--- src/rtl/bus_pkg.sv ---
// Shared types for the system-bus read-response path.
package bus_pkg;

  typedef enum logic {
    IDLE = 1'b0,
    WAIT = 1'b1
  } state_e;

  typedef enum logic [1:0] {
    ERR_NONE    = 2'b00,
    ERR_NOSEL   = 2'b01,
    ERR_MULTI   = 2'b10,
    ERR_TIMEOUT = 2'b11
  } err_code_e;

endpackage

--- src/rtl/bus_onehot_enc.sv ---
// Combinational chip-select encoder: slave index plus none/multi-select flags.
module bus_onehot_enc #(
  parameter int N     = 8,
  parameter int IDX_W = $clog2(N)
) (
  input  logic [N-1:0]     cs_i,
  output logic [IDX_W-1:0] index_o,
  output logic             any_o,
  output logic             multi_o
);

  // OR-ing the indices of all set bits is exact when the vector is one-hot,
  // which is the only case in which the index is used.
  always_comb begin
    index_o = '0;
    for (int k = 0; k < N; k++) begin
      if (cs_i[k]) begin
        index_o = index_o | IDX_W'(k);
      end
    end
  end

  assign any_o   = |cs_i;
  assign multi_o = |(cs_i & (cs_i - N'(1)));

endmodule

--- src/rtl/bus_rsp_mux.sv ---
// Registered read-response multiplexer: latches the selected slave on a request,
// waits for its ready under a watchdog, and returns data or an error code.
//
//   state | meaning
//   ------+--------------------------------------------------------------
//   IDLE  | no access in flight; m_req_i sampled, decode errors answered
//   WAIT  | waiting for s_rdy_i[sel_q] or watchdog expiry
module bus_rsp_mux
  import bus_pkg::*;
#(
  parameter int NUM_SLAVES     = 8,
  parameter int DATA_BUS_WIDTH = 32,
  parameter int TIMEOUT_CYCLES = 255
) (
  input  logic                               clk_i,
  input  logic                               rst_n_i,
  input  logic                               m_req_i,
  input  logic [NUM_SLAVES-1:0]              s_cs_i,
  input  logic [NUM_SLAVES*DATA_BUS_WIDTH-1:0] s_rd_data_i,
  input  logic [NUM_SLAVES-1:0]              s_rdy_i,
  output logic [DATA_BUS_WIDTH-1:0]          m_rd_data_o,
  output logic                               m_rdy_o,
  output logic                               m_err_o,
  output logic [1:0]                         err_code_o,
  output logic                               busy_o
);

  localparam int SEL_W = $clog2(NUM_SLAVES);
  localparam int CNT_W = (TIMEOUT_CYCLES > 0) ? $clog2(TIMEOUT_CYCLES + 1) : 1;
  localparam bit TO_EN = (TIMEOUT_CYCLES != 0);
  localparam logic [CNT_W-1:0] CNT_LAST = TO_EN ? CNT_W'(TIMEOUT_CYCLES - 1) : '0;
  localparam logic [CNT_W-1:0] CNT_MAX  = '1;

  state_e                    state_q, state_d;
  logic [SEL_W-1:0]          sel_q, sel_d;
  logic [CNT_W-1:0]          cnt_q, cnt_d;
  logic [DATA_BUS_WIDTH-1:0] data_q, data_d;
  logic                      rdy_q, rdy_d;
  logic                      err_q, err_d;
  err_code_e                 code_q, code_d;
  logic                      busy_q, busy_d;

  logic [SEL_W-1:0]          cs_idx;
  logic                      cs_any;
  logic                      cs_multi;
  logic                      rdy_sel;
  logic [DATA_BUS_WIDTH-1:0] data_sel;

  bus_onehot_enc #(
    .N     (NUM_SLAVES),
    .IDX_W (SEL_W)
  ) u_cs_enc (
    .cs_i    (s_cs_i),
    .index_o (cs_idx),
    .any_o   (cs_any),
    .multi_o (cs_multi)
  );

  always_comb begin
    rdy_sel  = 1'b0;
    data_sel = '0;
    for (int k = 0; k < NUM_SLAVES; k++) begin
      if (sel_q == SEL_W'(k)) begin
        rdy_sel  = s_rdy_i[k];
        data_sel = s_rd_data_i[k*DATA_BUS_WIDTH +: DATA_BUS_WIDTH];
      end
    end
  end

  always_comb begin
    state_d = state_q;
    sel_d   = sel_q;
    cnt_d   = cnt_q;
    data_d  = data_q;
    rdy_d   = 1'b0;
    err_d   = 1'b0;
    code_d  = ERR_NONE;
    case (state_q)
      IDLE: begin
        if (m_req_i) begin
          if (!cs_any || cs_multi) begin
            rdy_d  = 1'b1;
            err_d  = 1'b1;
            code_d = cs_any ? ERR_MULTI : ERR_NOSEL;
            data_d = '0;
          end else begin
            sel_d   = cs_idx;
            cnt_d   = '0;
            state_d = WAIT;
          end
        end
      end
      WAIT: begin
        // Ready is checked first so it wins over a coincident timeout.
        if (rdy_sel) begin
          data_d  = data_sel;
          rdy_d   = 1'b1;
          state_d = IDLE;
        end else if (TO_EN && (cnt_q == CNT_LAST)) begin
          data_d  = '0;
          rdy_d   = 1'b1;
          err_d   = 1'b1;
          code_d  = ERR_TIMEOUT;
          state_d = IDLE;
        end else if (cnt_q != CNT_MAX) begin
          cnt_d = cnt_q + CNT_W'(1);
        end
      end
      default: state_d = IDLE;
    endcase
    busy_d = (state_d == WAIT);
  end

  always_ff @(posedge clk_i or negedge rst_n_i) begin
    if (!rst_n_i) begin
      state_q <= IDLE;
      sel_q   <= '0;
      cnt_q   <= '0;
      data_q  <= '0;
      rdy_q   <= 1'b0;
      err_q   <= 1'b0;
      code_q  <= ERR_NONE;
      busy_q  <= 1'b0;
    end else begin
      state_q <= state_d;
      sel_q   <= sel_d;
      cnt_q   <= cnt_d;
      data_q  <= data_d;
      rdy_q   <= rdy_d;
      err_q   <= err_d;
      code_q  <= code_d;
      busy_q  <= busy_d;
    end
  end

  assign m_rd_data_o = data_q;
  assign m_rdy_o     = rdy_q;
  assign m_err_o     = err_q;
  assign err_code_o  = code_q;
  assign busy_o      = busy_q;

endmodule

--- config.mk ---
export PLATFORM = sky130hd
export DESIGN_NAME = bus_rsp_mux
export DESIGN_NICKNAME = d
export VERILOG_FILES = /design/src/rtl/bus_pkg.sv /design/src/rtl/bus_onehot_enc.sv /design/src/rtl/bus_rsp_mux.sv
export SDC_FILE = /design/constraint.sdc
export NUM_CORES = 1
export LEC_CHECK = 0
export ABC_CLOCK_PERIOD_IN_PS = 2150
export CAP_MARGIN = 20
export CELL_PAD_IN_SITES_DETAIL_PLACEMENT = 0
export CELL_PAD_IN_SITES_GLOBAL_PLACEMENT = 1
export CORE_MARGIN = 1
export CORE_UTILIZATION = 25
export CTS_CLUSTER_DIAMETER = 50
export DETAILED_ROUTE_END_ITERATION = 10
export PLACE_DENSITY_LB_ADDON = 0.2
export SLEW_MARGIN = 20
export SYNTH_ARGS = -nofsm -noshare
export SYNTH_HDL_FRONTEND = slang
export SYNTH_SLANG_ARGS = --single-unit
--- constraint.sdc ---
create_clock -name clk_i -period 2.15 [get_ports clk_i]
set_input_delay 0.43 -clock clk_i [delete_from_list [all_inputs] [get_ports clk_i]]
set_output_delay 0.43 -clock clk_i [all_outputs]
set_load 0.02 [all_outputs]
Yosys cells after proc, flatten, opt, wreduce, memory -nomap -nowiden
Cells that the tools add are included.

word-level totals
  register bits after elaboration = 48
  bits of input ports = 275
  output and inout bits = 37

operators by class
  $add $sub $neg = 2
  equality and inequality tests = 16
  mux-type cells = 52
  bitwise logic cells = 3
  reduce and logical (&&, ||, !) cells = 8

operators by type and width
  kind                   number
  $mux W32               12
  $pmux W32 S2           1
  $mux W8                5
  $mux W1                18
  $pmux W8 S2            1
  $reduce_or A8 Y1       2
  $mux W2                7
  $eq A3 B3 Y1 const B   4
  $mux W3                4
  $ne A2 B2 Y1 const B   5
  $add A8 B1 Y8 const B  1
  $and A8 B8 Y8          1
  $eq A8 B8 Y1 const B   1
  $ne A8 B8 Y1 const B   1
  $sub A8 B1 Y8 const B  1
  $eq A3 B2 Y1 const B   2
  $pmux W1 S2            3
  $reduce_and A3 Y1      2
  $reduce_and A5 Y1      1
  $pmux W2 S2            1
  $eq A3 B1 Y1 const B   1
  $logic_not A3 Y1       1
  $ne A3 B1 Y1 const B   1
  $ne A2 B1 Y1 const B   1
  other kinds (3)        4

Logic depth before layout (Yosys ltp)
Gate-level depths: netlist (run 1).

  depth in word-level cells = 11
  gate-level depth with buffers = 10
  depth with buffers taken out = 6

Cells and area by module
Synthesis (run 1) repeated with hierarchy kept, for this count alone.

second synthesis, totals
  cells, all modules = 385
  area, all modules = 4513.1 µm²

modules (own cells, without submodules)
  module          instances  cells an instance  area an instance (µm²)  seq. area each (µm²)
  bus_rsp_mux     1          373                4414.2                  1201.2
  bus_onehot_enc  1          12                 98.8                    0.0

Worst setup path before layout (run 1)
No wires, ideal clock.

  path type = input to register
  from = input s_cs_i[7]
  to = register cnt_q[0]
  library setup time = 0.118 ns
  arrival = 1.837 ns
  slack = 0.195 ns
  stages on the path = 6
  path through = buf_6 > or3_1 > mux2_2 > o32a_4 > a21o_1 > a21o_1

on the way
  longest elaborated chain between the ends = 6
  elaborated cells between the ends (all ways) = 8
  those cells by class = add/sub: 1; eq/ne: 1; bitwise: 1; reduce/logical: 5

ends and longest elaborated chain
  what                             RTL line              text
  start: declaration               bus_rsp_mux.sv:18     input logic [NUM_SLAVES-1:0] s_cs_i,
  $sub A8 B1 Y8                    bus_onehot_enc.sv:24  assign multi_o = |(cs_i & (cs_i - N'(1)));
  $and A8 B8 Y8                    bus_onehot_enc.sv:24
  $reduce_or A8 Y1                 bus_onehot_enc.sv:24
  $logic_or A1 B1 Y1 (*)           bus_rsp_mux.sv:81     if (!cs_any || cs_multi) begin
  $ne A2 B2 Y1 (no line) (*)       --
  $reduce_and A5 Y1 (no line) (*)  --
  end signal: assignment           bus_rsp_mux.sv:127    cnt_q <= cnt_d;
  end: declaration                 bus_rsp_mux.sv:36     logic [CNT_W-1:0] cnt_q, cnt_d;

Every way passes the cells marked *; elsewhere a longest branch is shown, timed or not.
A chain may end at the register's enable or synchronous reset.

Worst setup path after layout (run 1)
  from = input s_cs_i[0]
  to = register cnt_q[4]

Same word-level chain as after synthesis.

==> run summary, run 1 <==
HPWL after DPL: 16.6 mm
area grow syn2layout: 82.9%
syn_area_per_cell: 9.12 um2
die width: 138 um
Ys Warns: 0
Arr. time, crit path: 2250 ps
total power: 5.76 mW
Synth cell types: 54
Routed Antenna Nets: 0
setup_tns: 0 ps
Worst-path clk slew: 70 ps
Clock Path Buffers: 2
register bit total from synthesis: 48
Final Hold Fails: 0
CP Class: in -> reg
routed len/inst: 20.3 um
grt total ovfl: 0
vias: 5388
DR iter-0 viols: 364
port bufs: 311
max-slew violation count: 0
DRT Pass-1 Iters: 5
Max-slew headroom: 65.8%
placed cell areas: 8160 um2
worst skew pair latency: 280 ps
post-route cell area: 8420 um2
Slew @ Worst Pin: 513 ps
GRT Util Overall: 21.4%
post-synthesis async set-or-reset flop share: 100%
WHS: 113 ps
chip height: 138 um
final setup fails: 0
Synth area leader: dfrtp_1
Synth Area in Adders: 0.761%
RSZ-0062 raised after global routing: no
Post-Synth XOR/XNOR Area: 0.761%
Hold Path Class: in -> async
ANT cells: 0
register area share after synthesis: 26.1%
Area contributors post-synth: dfrtp_1, mux2i_1, o2bb2ai_2
Critical Path End Type: flop
Layout Skew: 6.77 ps
Compound-Gate Fraction of Synth Area: 38.9%
total core area: 18000 um2
global-route wire length before repair: 30.5 mm
Final period util: 97.5%
nets: 1093
number of hold buffers added after CTS: 0
# DRC: 0
initial antenna violation count: 2
CTS tree: yes
GP Congestion: 0.886
vias per cell: 5.15
vias in the first global route: 5401
FP Rows: 49
EDFF count, synth: 0
top cell type's share of synthesized area: 26.1%
cell leakage power: 3.61 nW
Tmin final: 2100 ps
fraction of the mapped netlist area in simple logic gates: 12.2%
Synth Instances: 505
P per Cell Area: 684 nW/um2
largest net degree at the start of global routing: 46
Routed WL: 21.2 mm
Worst Path Required: 2300 ps
Top Ports: 312
Max Clk Rate: 477 MHz
# clock sinks: 48
Initial Util: 25.5%
Worst setup SP type: primary input
max-cap violations: 0
Primary FF master, synth: dfrtp_1
outcome: finished, final reports clean
clk root buf: clkbuf_16
fraction of layout cells with a size suffix above 1: 12.6%
syn nets: 782
Max VDD drop: 323 uV
cts bufs inserted: 5
largest family of logic cells by synthesized area: compound AO/OA/AOI/OAI gates
mux contribution to synthesized area: 14.0%
die area: 19000 um2
worst-path fanout max: 4
Syn Std Cell Area: 4600 um2
H-tree levels: 2
logic make-up after synthesis:
logic type | after synthesis
XOR/XNOR | 4
buffers and inverters | 59
AO/OA/AOI/OAI | 201
multiplexers | 64
flip-flops | 48
adder cells (fa/ha/maj) | 3
AND/OR/NAND/NOR | 126
power by group:
group,internal [mW],switching (mW)
clock network,0.464,0.332
registers,1.00,0.110
logic,1.89,1.95
total,3.36,2.40
layout make-up:
cell class                 instances  area, um2
fill                            1735       9610
clock buffer                       7        143
multi-input combinational        398       3150
clock inverter                     1       7.51
timing repair buffer             355       3600
tap                              229        287
inverter                           8       30.0
sequential                        48       1210
sequential cells by signal, indices dropped and copies added, names as in the netlist:
signal and cells:
err_code_o 2, m_rd_data_o 32, cnt_q 8, busy_o 1, sel_q 3, m_err_o 1, m_rdy_o 1
layout by cell type, fill, tap and decap left out, types with 3 or more instances in the layout:
master / netlist / final
o31ai_1: 3 / 3
nand3_1: 10 / 9
a21oi_1: 12 / 12
o22a_1: 26 / 26
a32oi_1: 3 / 3
o2bb2ai_1: 4 / 4
o21ai_0: 39 / 39
o221ai_1: 6 / 6
and3_1: 3 / 3
inv_1: 8 / 8
nor2_1: 48 / 48
mux2i_1: 61 / 61
o2bb2ai_2: 29 / 29
dlymetal6s2s_1: 0 / 6
buf_4: 2 / 33
a22o_1: 3 / 3
clkdlybuf4s50_1: 0 / 304
buf_12: 3 / 10
nor2b_4: 1 / 4
xor2_1: 4 / 4
dfrtp_1: 48 / 46
nand2_1: 45 / 45
a222oi_1: 26 / 26
clkbuf_16: 0 / 6
a21o_1: 32 / 32
worst max-delay path, stage by stage:
cell and delay (ps):
clkdlybuf4s50_1 420, or3_4 400, mux2_2 310, o32a_4 320, buf_4 150, o211ai_1 100, o31ai_1 120
through the flow:
stage / std cells / setup slack [ps] / utilization, %
2_1_floorplan: 505 / 195 / -
3_3_place_gp: 1036 / -249 / 45.3
3_5_place_dp: 1036 / -293 / 45.3
4_1_cts: 1044 / 6.01 / 46.2
5_1_grt: 1046 / 6.71 / 46.7
6_report: 1046 / 54.1 / 46.7
path summary, 6_finish.rpt:
kind | from | endpoint | slack (ps) | depth (start not counted)
max | s_cs_i[0] | cnt_q[4] | 50 | 7
min in group clk_i | m_rd_data_o[10] | m_rd_data_o[10] | 500 | 1
max in group asynchronous | rst_n_i | m_rd_data_o[12] | 1500 | 2
max reg2reg | sel_q[1] | cnt_q[3] | 170 | 7
min | rst_n_i | sel_q[0] | 110 | 1
min reg2reg | m_rd_data_o[10] | m_rd_data_o[10] | 500 | 1
cells in the mapped netlist (6+ instances only):
cell type / n
clkbuf_1: 28
a21oi_1: 12
o221ai_1: 6
nand2_1: 45
nand3_1: 10
dfrtp_1: 48
o2bb2ai_2: 29
buf_2: 10
nor2_1: 48
mux2i_1: 61
a21o_1: 32
o22a_1: 26
inv_1: 8
a222oi_1: 26
o21ai_0: 39
buf_6: 6
per-layer routing:
metal | global-route usage [%] | vias up | routed length (um)
li1 | - | 2585 | -
met3 | 3.61 | 12 | 1680
met1 | 25.2 | 2550 | 8540
met4 | 3.38 | 2 | 193
met2 | 40.5 | 239 | 10800
met5 | 0 | - | 13
timing repair:
item / 4_1_cts / 5_1_grt
buffers inserted: 0 / 1
endpoints found under the setup margin: 15 / 36
hold endpoints to repair: 0 / 0
resized for setup: 4 / 12
pin swaps: 0 / 6
gates cloned: 0 / 1
Power figures use the tool's default switching activity.
==> inputs of run 2 (changes only) <==
--- a/config.mk
+++ b/config.mk
@@ -5,7 +5,7 @@
 export SDC_FILE = /design/constraint.sdc
 export NUM_CORES = 1
 export LEC_CHECK = 0
-export ABC_CLOCK_PERIOD_IN_PS = 2150
+export ABC_CLOCK_PERIOD_IN_PS = 2000
 export CAP_MARGIN = 20
 export CELL_PAD_IN_SITES_DETAIL_PLACEMENT = 0
 export CELL_PAD_IN_SITES_GLOBAL_PLACEMENT = 1
==> constraint.sdc (replaced) <==
create_clock -name clk_i -period 2 [get_ports clk_i]
set_input_delay 0.4 -clock clk_i [delete_from_list [all_inputs] [get_ports clk_i]]
set_output_delay 0.4 -clock clk_i [all_outputs]
set_load 0.02 [all_outputs]
==> run 2 against run 1 <==
  * Cell area rose by 2.2%
  * Worst hold slack lost 28 ps
  * Wire length is 0.32% higher
  * Via count rose by 0.22%
  * First-iteration DRC count is 28% lower
  * Total power up 10%
  * Die area is the same
  * Combinational power increased by 9.9%
  * Register-to-register slack worse by 170 ps
  * Critical endpoint is now m_rd_data_o[11]
  * Largest cell class unchanged
==> run summary, run 2 (synthesized netlist as in run 1, its figures left out) <==
# DRC: 0
Worst Path Required: 2170 ps
clk root buf: clkbuf_16
Critical Path End Type: flop
Finished Core Util: 47.7%
outcome: finished, final reports clean
global-route wire length before repair: 31.0 mm
worst-path fanout max: 5
CP Class: reg -> reg
max-slew violation count: 0
nets: 1099
vias per cell: 5.14
H-tree levels: 2
routed len/inst: 20.3 um
Max Clk Rate: 500 MHz
Final Hold Fails: 0
Crit path max-delay family: simple AND/OR/NAND/NOR gates
Arr. time, crit path: 2170 ps
P per Cell Area: 736 nW/um2
Worst-path clk slew: 60 ps
GP Congestion: 0.889
slowest cell on the critical path: dfrtp_2
initial antenna violation count: 1
port bufs: 311
Clock Path Buffers: 2
area grow syn2layout: 86.8%
CP Buf/Inv Count: 2
most frequent cells in the layout: clkdlybuf4s50_1, mux2i_1, nor2_1, dfrtp_1, nand2_1
cts bufs inserted: 5
final setup fails: 0
max reg flops: 32
Max VDD drop: 471 uV
PnR worst setup slack: 1.70 ps
Tmin final: 2000 ps
grt total ovfl: 0
HPWL after DPL: 16.7 mm
Hold Path Class: in -> async
CP peak stage delay: 430 ps
CP Launch Point: sel_q[1]
number of hold buffers added after CTS: 0
# clock sinks: 48
DR iter-0 viols: 261
FP Rows: 49
total core area: 18000 um2
vias: 5400
die area: 19000 um2
vias in the first global route: 5510
CTS tree: yes
largest net degree at the start of global routing: 77
GRT Util Overall: 21.3%
cell leakage power: 3.67 nW
Slew @ Worst Pin: 515 ps
pre-CTS setup slack: -419 ps
die width: 138 um
Top Ports: 312
CP Cell Sequence: mux2_4 > a221o_1 > nand3_2 > and2_4 > nand2b_4 > buf_12 > clkbuf_16 > o2bb2ai_2
chip height: 138 um
Routed WL: 21.3 mm
r2r startpoint: sel_q[1]
most common cell after layout, fill and taps aside: clkdlybuf4s50_1
Routed Antenna Nets: 0
RSZ-0062 raised after global routing: yes
Worst setup SP type: flop
worst skew pair latency: 280 ps
DRT Pass-1 Iters: 5
ANT cells: 0
Final period util: 99.9%
max-cap violations: 0
fraction of layout cells with a size suffix above 1: 13.5%
Max-slew headroom: 65.7%
Layout Skew: 7.27 ps
Initial Util: 25.5%
-- run 2: routing by layer --
layer | part of all wire [%] | up-vias | GRT usage, %
li1 | - | 2596 | -
met1 | 40 | 2581 | 24.9
met2 | 52 | 209 | 40.8
met3 | 7.3 | 12 | 3.64
met4 | 0.72 | 2 | 3.26
met5 | 0.042 | - | 0
-- run 2: layout make-up --
type / count / area (um2)
Clock buffer: 6 / 129
Clock inverter: 1 / 30.0
Fill cell: 1730 / 9420
Inverter: 8 / 30.0
Multi-Input combinational cell: 398 / 3230
Sequential cell: 48 / 1210
Tap cell: 229 / 287
Timing Repair Buffer: 361 / 3690
-- run 2: path summary, 6_finish.rpt --
check / endpoint / slack, ps / cells after the start
setup reg to reg: m_rd_data_o[11] / 2 / 8
hold reg to reg: m_rd_data_o[1] / 500 / 1
min in group clk_i: m_rd_data_o[1] / 500 / 1
hold / removal: sel_q[0] / 80 / 1
max in group asynchronous: m_rd_data_o[10] / 1370 / 2
setup / recovery: m_rd_data_o[11] / 2 / 8
-- run 2: per-stage QoR --
step	power (mW)	cells	area [um2]	hold WS (ps)	TNS, ps
detailed placement	5.36	1038	8180	410	-17740
CTS	6.35	1050	8490	107	-6.69
global placement	5.33	1038	8180	404	-15810
global route	6.79	1051	8600	116	-1080
floorplan	3.70	505	4600	104	0
finish	6.33	1051	8600	84.9	0
-- run 2: worst reg2reg max path, cell delays in order (launching register included) --
cell       delay [ps]
dfrtp_2           430
mux2_4            310
a221o_1           370
nand3_2           120
and2_4            150
nand2b_4          160
buf_12            130
clkbuf_16         150
o2bb2ai_2          60
-- run 2: where the power goes --
| group | internal (mW) | switching [mW] | total, mW |
|---|---|---|---|
| logic | 2.10 | 2.13 | 4.23 |
| registers | 1.08 | 0.111 | 1.19 |
| clock network | 0.583 | 0.331 | 0.914 |
-- run 2: what timing repair did --
item | CTS | global route
buffers inserted | 3 | 0
pin swaps | 14 | 9
endpoints found under the hold margin | 0 | 0
gates cloned | 2 | 1
setup endpoints to repair | 42 | 31
gates resized for setup | 26 | 9
==> inputs of run 3 (changes only) <==
--- a/config.mk
+++ b/config.mk
@@ -5,12 +5,12 @@
 export SDC_FILE = /design/constraint.sdc
 export NUM_CORES = 1
 export LEC_CHECK = 0
-export ABC_CLOCK_PERIOD_IN_PS = 2000
+export ABC_CLOCK_PERIOD_IN_PS = 2450
 export CAP_MARGIN = 20
 export CELL_PAD_IN_SITES_DETAIL_PLACEMENT = 0
 export CELL_PAD_IN_SITES_GLOBAL_PLACEMENT = 1
 export CORE_MARGIN = 1
-export CORE_UTILIZATION = 25
+export CORE_UTILIZATION = 27
 export CTS_CLUSTER_DIAMETER = 50
 export DETAILED_ROUTE_END_ITERATION = 10
 export PLACE_DENSITY_LB_ADDON = 0.2
==> constraint.sdc (replaced) <==
create_clock -name clk_i -period 2.45 [get_ports clk_i]
set_input_delay 0.49 -clock clk_i [delete_from_list [all_inputs] [get_ports clk_i]]
set_output_delay 0.49 -clock clk_i [all_outputs]
set_load 0.02 [all_outputs]
==> run 3 against run 2 <==
  * Setup slack gained 180 ps
  * Critical path depth unchanged
  * Die area is 7.3% lower
  * Register-to-register slack improved by 320 ps
  * Wire length fell by 5.6%
==> run summary, run 3 (synthesized netlist as in run 1, its figures left out) <==
vias per cell: 5.20
global-route wire length before repair: 31.1 mm
most common cell after layout, fill and taps aside: clkdlybuf4s50_1
r2r startpoint: sel_q[1]
Max VDD drop: 415 uV
CTS tree: yes
R2R depth: 7
Routed WL: 20.1 mm
ANT cells: 0
total core area: 16600 um2
number of hold buffers added after CTS: 0
total power: 4.91 mW
worst-path fanout max: 20
GRT Util Overall: 22.4%
die area: 17600 um2
Final period util: 92.7%
Finished Core Util: 49.3%
RSZ-0062 raised after global routing: no
Critical Path End Type: flop
HPWL after DPL: 15.7 mm
grt total ovfl: 0
Tmin final: 2270 ps
max reg flops: 32
Worst-path clk slew: 60 ps
final setup fails: 0
M1 WL: 8.49 mm
Highest Signal Layer: met4
port bufs: 311
Initial Util: 27.7%
P per Cell Area: 599 nW/um2
die width: 133 um
routed len/inst: 19.6 um
Hold Path Class: in -> async
Worst setup SP type: primary input
Final Hold Fails: 0
Non-Filler Instances: 1025
worst skew pair latency: 280 ps
slowest cell on the critical path: clkdlybuf4s50_1
Arr. time, crit path: 2480 ps
chip height: 133 um
DR iter-0 viols: 296
largest net degree at the start of global routing: 97
metal3 WL: 1.19 mm
DRT Pass-1 Iters: 6
clk root buf: clkbuf_16
initial antenna violation count: 0
Top Ports: 312
cell leakage power: 3.46 nW
# clock sinks: 48
H-tree levels: 2
outcome: finished, final reports clean
Worst Path Required: 2660 ps
vias in the first global route: 5492
Max Clk Rate: 441 MHz
Routed Antenna Nets: 0
CP Launch Point: s_cs_i[5]
cts bufs inserted: 5
CP peak stage delay: 510 ps
Max-slew headroom: 58.6%
nets: 1082
Resize count post-CTS: 0
Slew @ Worst Pin: 622 ps
DR WL met2: 10.1 mm
# DRC: 0
Layout Skew: 3.90 ps
postcts setup bufs: 0
Worst R2R End: m_rd_data_o[17]
max-cap violations: 0
GP Congestion: 0.942
reg2reg setup slack: 320 ps
max-slew violation count: 0
most frequent cells in the layout: clkdlybuf4s50_1, mux2i_1, nor2_1, dfrtp_1, nand2_1
WHS: 299 ps
vias: 5334
placed instance count: 1018
CP Cell Sequence: clkdlybuf4s50_1 > nor4b_1 > a211oi_2 > o221ai_1 > o31a_1 > nor2b_4 > buf_12 > o2bb2ai_1
CP Class: in -> reg
Clock Path Buffers: 2
fraction of layout cells with a size suffix above 1: 10.6%
FP Rows: 47
area grow syn2layout: 78.1%
run 3: changes by cell type in the layout (fill, tap and decap cells not counted), sizes merged:
cell and change:
bufinv -1, clkdlybuf4s50 +11, dlygate4sd2 -11, buf -15
bufbuf -1
run 3: how the worst max path moves through the flow:
stage                      endpoint  slack [ps]  cells after the start
floorplan                  cnt_q[0]         430                      6
global placement     m_rd_data_o[4]         -40                      8
detailed placement  m_rd_data_o[29]        -110                      8
CTS                  m_rd_data_o[4]         160                      8
global route         m_rd_data_o[4]          90                      8
finish               m_rd_data_o[4]         180                      8
run 3: cell type report:
class / instances / area (um2)
Inverter: 8 / 30.0
Tap cell: 220 / 275
Fill cell: 1566 / 8450
Timing Repair Buffer: 344 / 3440
Clock buffer: 7 / 153
Multi-Input combinational cell: 398 / 3090
Sequential cell: 48 / 1210
run 3: power breakdown:
part           switching (mW)  total [mW]  internal (mW)  leakage [nW]
registers              0.0981       0.980          0.882         0.651
logic                    1.64        3.22           1.58          2.73
clock network           0.282       0.711          0.429        0.0760
total                    2.03        4.91           2.89          3.46
run 3: worst max-delay path: cells and delay by family:
kind,cells,cell delay [ps]
simple gates,2,650
compound gates,4,620
buf+inv,2,710
run 3: per-stage QoR:
stage               setup slack (ps)  area, um2  TNS [ps]
floorplan                        435       4600         0
global placement               -37.6       8040      -434
detailed placement              -108       8040     -2760
CTS                              161       8200         0
global route                    85.3       8200         0
finish                           180       8200         0
run 3: layer usage:
metal  up-vias  GRT usage, %
met4         0          4.85
met1      2552          27.9
met5         -             0
li1       2559             -
met2       206          40.8
met3        17          2.95
==> RTL change, RTL diff (config.mk and constraints of run 2) <==
Set the parameter `DATA_BUS_WIDTH` to 16 (it was 32).
--- a/src/rtl/bus_rsp_mux.sv
+++ b/src/rtl/bus_rsp_mux.sv
@@ -11,3 +11,3 @@
   parameter int NUM_SLAVES     = 8,
-  parameter int DATA_BUS_WIDTH = 32,
+  parameter int DATA_BUS_WIDTH = 16,
   parameter int TIMEOUT_CYCLES = 255
Ports: changed (resized m_rd_data_o and s_rd_data_i); port bits go from 312 to 168. No check against the original RTL was run, so the function may have changed too.
==> RTL change against run 2 <==
The run now ends with negative setup slack left; sequential share of layout area is 2.2 points higher; setup slack worse by 0.16 ns; synthesized area shrank 44%; wire length shrank 54%; sequential cell count decreased by 16; clock power decreased by 49%; cell area is 42% lower; power shrank 48%; register-to-register slack got worse by 0.04 ns; critical endpoint is now m_rd_data_o[3]$_DFFE_PN0P_; highest routed layer is now met4.
==> RTL change: results (changes against run 2) <==
layout cells sized above 1 27.6% (+14 points); Synth top cells by count dfrtp_1 (32), mux4_2 (26), nand2_1 (18); cell count of the worst reg-to-reg path 7 (-1); H-tree depth 2 (unchanged); Setup Skew 0.00565 ns (-0.00161 ns); Synth cell types 49 (-9.3%); DR vias/cell 4.93 (-4.0%); measured slew at the worst slew-check pin 0.724 ns (+0.209 ns); Placed Instance Area 4720 µm² (-42%); input/output buffers 167 (-46%); max reg flops 16 (-50%); setup ws final -0.154 ns (-0.156 ns); Root Buffer clkbuf_8; total wire length 9880 µm (-54%); global-route wire length before repair 15400 µm (-50%); fin nets 580 (-47%); failing checks negative setup slack; Iter 0 DRT Violations 56 (-79%); top cells by area, synth dfrtp_1 (31%), mux4_2 (23%), o2bb2ai_1 (5.5%), mux2i_1 (5.1%), mux2_2 (3.1%); Reg2Reg Capture Point m_rd_data_o[3]$_DFFE_PN0P_; Tot GR Track Use 19.5% (-1.8 points); routability congestion estimate 0.799 (-10%); initial antenna violation count 0 (-1); Critical Path Fanout Max 4 (-1); syn_nets 381 (-51%); # setup viols final 20 (+20); leak pwr 0.00193 µW (-47%); start point of the critical path s_cs_i[3]; sequential share of the synthesized area 31.1% (+5.0 points); Crit path arrival time 2.36 ns (+0.19 ns); status finished, violations left; number of iterations in the first detailed-routing pass 4 (-1); CP Class in -> reg; R2R setup slack -0.04 ns (-0.04 ns); post-detail-place hpwl 7870 µm (-53%)
## RTL change: layer usage
layer	wire length [µm]	track usage, %	vias up
met5	0	0	-
met4	143	6.07	0
met3	455	3.70	11
met2	5250	36.1	69
met1	4030	22.7	1380
li1	-	-	1321
## RTL change: worst min path at each step
stage               slack [ns]                   startpoint                          end  depth (start not counted)
floorplan                 0.10                      rst_n_i             busy_o$_DFF_PN0_                          0
global placement          0.47  m_rd_data_o[10]$_DFFE_PN0P_  m_rd_data_o[10]$_DFFE_PN0P_                          1
detailed placement        0.48   m_rd_data_o[1]$_DFFE_PN0P_   m_rd_data_o[1]$_DFFE_PN0P_                          1
CTS                       0.20                      rst_n_i   m_rd_data_o[5]$_DFFE_PN0P_                          1
global route              0.24                      rst_n_i   m_rd_data_o[5]$_DFFE_PN0P_                          1
finish                    0.18                      rst_n_i   m_rd_data_o[5]$_DFFE_PN0P_                          1
## RTL change: timing repair
action                                  4_1_cts  5_1_grt
gates cloned                                  1        1
hold buffers                                  0        0
pin swaps                                     9       11
resized for setup                            25       10
endpoints found under the setup margin       29       29
buffers inserted                              3        2
## RTL change: through the flow
| stage | setup WS, ns | TNS, ns | instances |
|---|---|---|---|
| after detailed placement | -0.767 | -19.82 | 550 |
| final | -0.154 | -2.52 | 564 |
| after floorplan | -0.235 | -3.47 | 232 |
| after global routing | -0.240 | -4.56 | 564 |
| after CTS | -0.128 | -1.96 | 561 |
| after global placement | -0.703 | -18.29 | 550 |
## RTL change: kinds of logic after synthesis
family | after synthesis | share of synthesized area (%)
buffers and inverters | 23 | 4.23
AOI/OAI and AO/OA | 58 | 17.5
xor gates and xnor gates | 4 | 1.36
and+or+nand+nor | 66 | 13.5
muxes | 47 | 31.3
DFF | 32 | 31.1
adders and majority gates | 2 | 0.973
## RTL change: layout make-up
class,instances,area [µm²]
timing repair buffer,210,2060
clock inverter,1,5.00
tap,133,166
clock buffer,6,72.6
inverter,5,18.8
sequential,32,803
fill,900,4920
multi-input combinational,177,1820
## RTL change: report_power, final
| group | internal, µW | leakage [µW] | switching [µW] |
|---|---|---|---|
| clock | 236 | 0.0000410 | 233 |
| combinational | 1140 | 0.00147 | 870 |
| sequential | 735 | 0.000426 | 104 |
| total | 2110 | 0.00193 | 1210 |
## RTL change: critical path, stage by stage
cell and delay (ns):
buf_6 0.09, or4_4 0.58, a2111oi_4 0.32, nor3_2 0.10
o31ai_2 0.30, and3_4 0.31, clkbuf_16 0.17, o2bb2ai_2 0.09
